`src/rtl/key_event_arbiter.sv`:
```
// key_event_arbiter
// Front end for N active-low push-buttons: two-flop synchroniser, per-key
// debounce, press detection, one pending press per key and a round-robin
// arbiter that serialises presses onto a single valid/ready event stream.
// evt_lost flags (sticky) a press that arrived while the same key was still
// pending and not being granted.
// Optional feature: define KEY_AUTO_REPEAT_EN to enable per-key hold
// counters that raise auto-repeat events (evt_rpt = 1) after LONG_CYCLES
// and then every REPEAT_CYCLES while the key stays pressed.

module key_event_arbiter #(
    parameter int          N_KEYS        = 4,
    parameter int          DEB_CYCLES    = 50000,
    parameter logic [23:0] LONG_CYCLES   = 24'd10_000_000,
    parameter logic [23:0] REPEAT_CYCLES = 24'd2_500_000,
    localparam int         IDW           = (N_KEYS > 1) ? $clog2(N_KEYS) : 1
) (
    input  logic              clk_in,
    input  logic              rst_n,
    input  logic [N_KEYS-1:0] key_in,
    output logic [N_KEYS-1:0] key_state,
    output logic              evt_valid,
    input  logic              evt_ready,
    output logic [IDW-1:0]    evt_key,
    output logic              evt_rpt,
    output logic [N_KEYS-1:0] evt_lost
);

    localparam int          IDX_W    = IDW + 1;
    localparam logic [15:0] DEB_LAST = 16'(DEB_CYCLES - 1);

    logic [N_KEYS-1:0] sync1_r;
    logic [N_KEYS-1:0] sync2_r;
    logic [N_KEYS-1:0] key_state_d_r;
    logic [15:0]       deb_cnt_r [N_KEYS];
    logic [N_KEYS-1:0] pending_r;
    logic [IDW-1:0]    ptr_r;

    logic [N_KEYS-1:0] press_s;
    logic [N_KEYS-1:0] rpt_set_s;
    logic [N_KEYS-1:0] grant_s;
    logic [IDX_W-1:0]  pick_s;
    logic              any_s;
    logic [IDW-1:0]    winner_s;
    logic              load_s;
    logic [IDW-1:0]    next_ptr_s;
    logic              win_rpt_s;

    // Round-robin search: first set request at ptr, ptr+1, ... with wrap.
    // Returns {found, index}.
    function automatic logic [IDX_W-1:0] rr_pick(
        input logic [N_KEYS-1:0] req,
        input logic [IDW-1:0]    ptr
    );
        logic             found;
        logic [IDW-1:0]   sel;
        logic [IDX_W-1:0] idx;
        found = 1'b0;
        sel   = '0;
        for (int k = 0; k < N_KEYS; k++) begin
            idx = {1'b0, ptr} + IDX_W'(k);
            if (idx >= IDX_W'(N_KEYS)) begin
                idx = idx - IDX_W'(N_KEYS);
            end else begin
                idx = idx;
            end
            if (!found && req[idx[IDW-1:0]]) begin
                found = 1'b1;
                sel   = idx[IDW-1:0];
            end else begin
                found = found;
            end
        end
        return {found, sel};
    endfunction

    // Two-flop synchroniser; idle level is 1 (released).
    always_ff @(posedge clk_in or negedge rst_n) begin
        if (!rst_n) begin
            sync1_r <= '1;
            sync2_r <= '1;
        end else begin
            sync1_r <= key_in;
            sync2_r <= sync1_r;
        end
    end

    // Debounce: accept a new level only after DEB_CYCLES stable differing samples.
    always_ff @(posedge clk_in or negedge rst_n) begin
        if (!rst_n) begin
            key_state     <= '1;
            key_state_d_r <= '1;
            for (int i = 0; i < N_KEYS; i++) begin
                deb_cnt_r[i] <= 16'd0;
            end
        end else begin
            key_state_d_r <= key_state;
            for (int i = 0; i < N_KEYS; i++) begin
                if (sync2_r[i] == key_state[i]) begin
                    deb_cnt_r[i] <= 16'd0;
                end else if (deb_cnt_r[i] == DEB_LAST) begin
                    key_state[i] <= sync2_r[i];
                    deb_cnt_r[i] <= 16'd0;
                end else begin
                    deb_cnt_r[i] <= deb_cnt_r[i] + 16'd1;
                end
            end
        end
    end

    // A press is the debounced level falling 1 -> 0.
    always_comb begin
        press_s = key_state_d_r & ~key_state;
    end

`ifdef KEY_AUTO_REPEAT_EN
    localparam logic [23:0] RPT_WRAP = LONG_CYCLES + REPEAT_CYCLES;

    logic [23:0]       hold_cnt_r [N_KEYS];
    logic [N_KEYS-1:0] rpt_r;

    // Hold counters: first repeat at LONG_CYCLES, then every REPEAT_CYCLES.
    always_ff @(posedge clk_in or negedge rst_n) begin
        if (!rst_n) begin
            for (int i = 0; i < N_KEYS; i++) begin
                hold_cnt_r[i] <= 24'd0;
            end
        end else begin
            for (int i = 0; i < N_KEYS; i++) begin
                if (key_state[i]) begin
                    hold_cnt_r[i] <= 24'd0;
                end else if (hold_cnt_r[i] == RPT_WRAP) begin
                    hold_cnt_r[i] <= LONG_CYCLES + 24'd1;
                end else begin
                    hold_cnt_r[i] <= hold_cnt_r[i] + 24'd1;
                end
            end
        end
    end

    // Repeat request while held and the counter hits a repeat point.
    always_comb begin
        rpt_set_s = '0;
        for (int i = 0; i < N_KEYS; i++) begin
            if (!key_state[i] &&
                ((hold_cnt_r[i] == LONG_CYCLES) || (hold_cnt_r[i] == RPT_WRAP))) begin
                rpt_set_s[i] = 1'b1;
            end else begin
                rpt_set_s[i] = 1'b0;
            end
        end
    end

    // Kind of the pending entry; merged repeats leave an existing entry alone.
    always_ff @(posedge clk_in or negedge rst_n) begin
        if (!rst_n) begin
            rpt_r <= '0;
        end else begin
            for (int i = 0; i < N_KEYS; i++) begin
                if (press_s[i] && (!pending_r[i] || grant_s[i])) begin
                    rpt_r[i] <= 1'b0;
                end else if (rpt_set_s[i] && (!pending_r[i] || grant_s[i])) begin
                    rpt_r[i] <= 1'b1;
                end else begin
                    rpt_r[i] <= rpt_r[i];
                end
            end
        end
    end

    // Repeat flag of the arbitration winner.
    always_comb begin
        win_rpt_s = rpt_r[winner_s];
    end
`else
    logic unused_cfg_s;

    // Hold-time configuration only matters with auto-repeat built in.
    always_comb begin
        unused_cfg_s = ^{LONG_CYCLES, REPEAT_CYCLES};
    end

    // No repeat events in this build.
    always_comb begin
        rpt_set_s = '0;
        win_rpt_s = 1'b0;
    end
`endif

    // Arbitration: pick the next pending key when the output slot can take it.
    always_comb begin
        pick_s   = rr_pick(pending_r, ptr_r);
        any_s    = pick_s[IDW];
        winner_s = pick_s[IDW-1:0];
        load_s   = (~evt_valid | evt_ready) & any_s;
        grant_s  = '0;
        if (load_s) begin
            grant_s[winner_s] = 1'b1;
        end else begin
            grant_s = '0;
        end
        if (winner_s == IDW'(N_KEYS - 1)) begin
            next_ptr_s = '0;
        end else begin
            next_ptr_s = winner_s + IDW'(1);
        end
    end

    // Pending set/clear and sticky loss flags.
    always_ff @(posedge clk_in or negedge rst_n) begin
        if (!rst_n) begin
            pending_r <= '0;
            evt_lost  <= '0;
        end else begin
            pending_r <= (pending_r & ~grant_s) | press_s | rpt_set_s;
            evt_lost  <= evt_lost | (press_s & pending_r & ~grant_s);
        end
    end

    // Output slot and round-robin pointer.
    always_ff @(posedge clk_in or negedge rst_n) begin
        if (!rst_n) begin
            evt_valid <= 1'b0;
            evt_key   <= '0;
            evt_rpt   <= 1'b0;
            ptr_r     <= '0;
        end else if (load_s) begin
            evt_valid <= 1'b1;
            evt_key   <= winner_s;
            evt_rpt   <= win_rpt_s;
            ptr_r     <= next_ptr_s;
        end else if (evt_ready) begin
            evt_valid <= 1'b0;
        end else begin
            evt_valid <= evt_valid;
        end
    end

endmodule

```
`config.mk`:
```
export PLATFORM = sky130hd
export DESIGN_NAME = key_event_arbiter
export DESIGN_NICKNAME = d
export VERILOG_FILES = /design/src/rtl/key_event_arbiter.sv
export SDC_FILE = /design/constraint.sdc
export NUM_CORES = 1
export LEC_CHECK = 0
export ABC_AREA = 1
export CAP_MARGIN = 20
export CORE_MARGIN = 1.5
export CORE_UTILIZATION = 45
export CTS_CLUSTER_DIAMETER = 80
export DETAILED_ROUTE_END_ITERATION = 7
export DONT_BUFFER_PORTS = 1
export PLACE_DENSITY = 0.67
export REMOVE_ABC_BUFFERS = 1
export SYNTH_ARGS = -nofsm -noshare
export SYNTH_HDL_FRONTEND = slang
export SYNTH_SLANG_ARGS = --single-unit
```
`constraint.sdc`:
```
create_clock -name clk_in -period 1.95 [get_ports clk_in]
set_input_delay 0 -clock clk_in [delete_from_list [all_inputs] [get_ports clk_in]]
set_output_delay 0 -clock clk_in [all_outputs]
set_load 0.01 [all_outputs]
```
==> flow_summary.toml <==
[logic_synthesis]
synth-simple-area-share = 0.279
synth_area_per_cell_um2 = 8.37
synthArstFlopShare = 1.00
yosys.area.top_type = "dfrtp_1"
synthesis.instances = 550
yosys.area_share.adder = 0.0217
synthesis.area_um2 = 4600
synthFlopType = "dfrtp_1"
synth_mux_area_frac = 0.00245
yosysMostFrequentCell = "nand2_1"
synth_top_family_by_area = "simple AND/OR/NAND/NOR gates"
synth-xor-area-share = 0.0400
seq_area_frac_synth = 0.510
synth_top_area_frac = 0.419
yosys_warnings = 0
synth_edf_count = 0
synth_seq_cells = 93
synth.distinct_cells = 35
synthTopCellsByCount = "102 x nand2_1, 84 x inv_1, 77 x dfrtp_1, 67 x nor2_1, 37 x nand3_1"
yosys-top-cells-area = "dfrtp_1 42%, dfstp_2 9.1%, nand2_1 8.3%"
synth-compound-area-share = 0.0671

[die]
num_rows = 36
die-area_um2 = 10800
start_util = 0.467
dieHeight_um = 104
io_pins = 19
die_w_um = 104
core_area_um2 = 9860

[clock_tree]
clk_pin_slew_ns = 0.10
cts.sinks = 93
cts_tree = "done"
cts_root_buf = "clkbuf_8"
cts_max_level = 3
insertion_delay_ns = 0.36
cts_buffer_depth = 2
cts_hold_buffers = 5
cts_buffers = 9

[sta]
setup_viol = 0
final_max_slew_viol_count = 0
max_slew_margin = 0.656
grt_setup_unrepaired = "true"
worst_slack_ns = 0.0264
fmax_ghz = 0.520
hold_slack_ns = -0.674
finalClockSkew_ns = 0.0160
period_share = 0.986
fin_crit_ns = 1.92
hold_violations = 93
worst_slew_pin_slew_ns = 0.514

[finish]
layout-drive-gt1-share = 0.145
antennaDiodeCount = 0
fill_cells = 883
final_cells = 707
nets = 584
area_delta_synth_final_pct = 12.1

[detailed_routing]
routed_wl_um = 8640
final_antenna_net_count = 0
drc = 0
wl_per_cell_um = 12.2
drt_pass1_iterations = 4
via_per_inst = 5.02
drtIter0Drc = 189
num_vias = 3551

[critical_path]
crit_fanout = 6
crit_type = "flop to flop"
critPathCaptureType = "flop"
timing.rr.start = "ptr_r[0]$_DFFE_PN0P_"
reg2regPathDepth = 13
worstPathRequired_ns = 2.20
r2r_slack_ns = 0.03
crit_arrival_ns = 2.18
crit_path_start_kind = "flop"
r2r_end = "evt_lost[1]$_DFF_PN0_"

[power_and_ir_drop]
power.density_nw_per_um2 = 1010
max-vdd-ir-drop_uv = 499
p_leak_nw = 2.37

[grt]
antenna_found_initial = 0
grt_start_max_net_pins = 94
grt.total_usage = 0.170
grt-ovfl-total = 0
grt_pass1_vias = 3451
grt_pass1_wl_um = 15200

[outcome]
status = "finished, violations left"
violations = "hold timing"

[flow_run]
cap_violations = 0

[placed_design]
gp_congestion = 0.874
dp_hpwl_um = 5980
io_buffer_count = 0
dp_slack_ns = -0.0322
dp.cells = 684

[worst_hold_path]
hold_class = "primary input to async pin"
through the flow:
| step | total power, mW | setup TNS [ns] | utilization | hold WS, ns | cell area, um2 |
|---|---|---|---|---|---|
| global route | 5.56 | -0.826 | 0.523 | -0.713 | 5160 |
| CTS | 4.88 | 0 | 0.513 | -0.701 | 5060 |
| detailed placement | 3.37 | -0.0780 | 0.484 | -0.294 | 4770 |
| global placement | 3.35 | 0 | 0.484 | -0.293 | 4770 |
| floorplan | 3.08 | 0 | - | -0.296 | 4570 |
| finish | 5.24 | 0 | 0.523 | -0.674 | 5160 |
critical path, cell delays in order, from the launching register on:
cell	delay (ns)
dfrtp_2	0.46
buf_6	0.15
nand2_1	0.10
nand3_2	0.11
nand2_2	0.08
inv_1	0.09
nand2_1	0.06
nand2_1	0.10
nand2_2	0.08
nor2_4	0.17
ha_1	0.17
inv_1	0.07
o21ai_2	0.13
nand2_1	0.05
power by group:
part | leakage [nW] | internal (mW) | switching [mW]
clock | 0.117 | 0.769 | 0.693
sequential | 1.20 | 2.05 | 0.121
combinational | 1.05 | 0.566 | 1.04
worst max-delay path by stage:
stage,from,to,cells after the start
after global placement,ptr_r[0]$_DFFE_PN0P_,evt_lost[2]$_DFF_PN0_,12
after floorplan,ptr_r[0]$_DFFE_PN0P_,evt_lost[3]$_DFF_PN0_,12
after detailed placement,ptr_r[0]$_DFFE_PN0P_,evt_lost[0]$_DFF_PN0_,12
after global routing,ptr_r[0]$_DFFE_PN0P_,evt_lost[2]$_DFF_PN0_,12
final,ptr_r[0]$_DFFE_PN0P_,evt_lost[1]$_DFF_PN0_,13
after CTS,ptr_r[0]$_DFFE_PN0P_,evt_lost[0]$_DFF_PN0_,13
cell usage in the layout (no fill, tap or decap), types with 2 or more instances in the layout:
cell / count
nand2_1: 96
inv_1: 81
dfrtp_1: 75
nor2_1: 66
nand3_1: 30
nor3_1: 26
a21oi_1: 26
nand4_1: 21
xor2_1: 16
dfstp_2: 16
o21ai_0: 15
nand2_2: 11
clkbuf_8: 10
nand3_2: 9
o21ai_1: 9
ha_1: 6
buf_4: 6
nor3b_1: 5
xnor2_1: 5
dlygate4sd3_1: 5
inv_2: 4
nor2_4: 3
nor3_2: 3
a31oi_1: 3
o21ai_2: 3
clkinv_4: 3
inv_6: 2
nor2_2: 2
nand3b_1: 2
bufinv_16: 2
dfrtp_2: 2
logic make-up after synthesis:
logic type               count (synthesis)
buffers and inverters                   90
adder cells (fa/ha/maj)                  8
XOR/XNOR                                21
AND/OR/NAND/NOR                        277
AO/OA/AOI/OAI                           59
multiplexers                             1
other                                    1
flip-flops                              93
registers in the layout (all words and copies together) (netlist names):
register	flops
deb_cnt_r	64
evt_key	2
evt_lost	4
evt_valid	1
key_state	4
key_state_d_r	4
pending_r	4
ptr_r	2
sync1_r	4
sync2_r	4
area by class of cell:
| class | instances | area [um2] | area share |
|---|---|---|---|
| sequential | 93 | 2350 | 0.455 |
| multi-input combinational | 367 | 1980 | 0.383 |
| inverter | 86 | 328 | 0.0635 |
| tap | 133 | 166 | 0.0323 |
| clock buffer | 10 | 138 | 0.0267 |
| timing repair buffer | 12 | 106 | 0.0206 |
| clock inverter | 6 | 95.1 | 0.0184 |
layer usage:
metal  vias up  GRT usage  wire (um)
li1       1813          -          -
met4         0     0.0665        190
met2        59      0.271       4030
met3        17     0.0388        313
met1      1662      0.224       4100
met5         -          0          0
timing repair:
action / 4_1_cts / 5_1_grt
hold endpoints to repair: 99 / 93
cloned: 0 / 0
endpoints found under the setup margin: 7 / 9
resized for setup: 1 / 28
buffers inserted: 0 / 2
pin swaps: 0 / 10
Note: power is estimated with default switching activity, not from simulation.
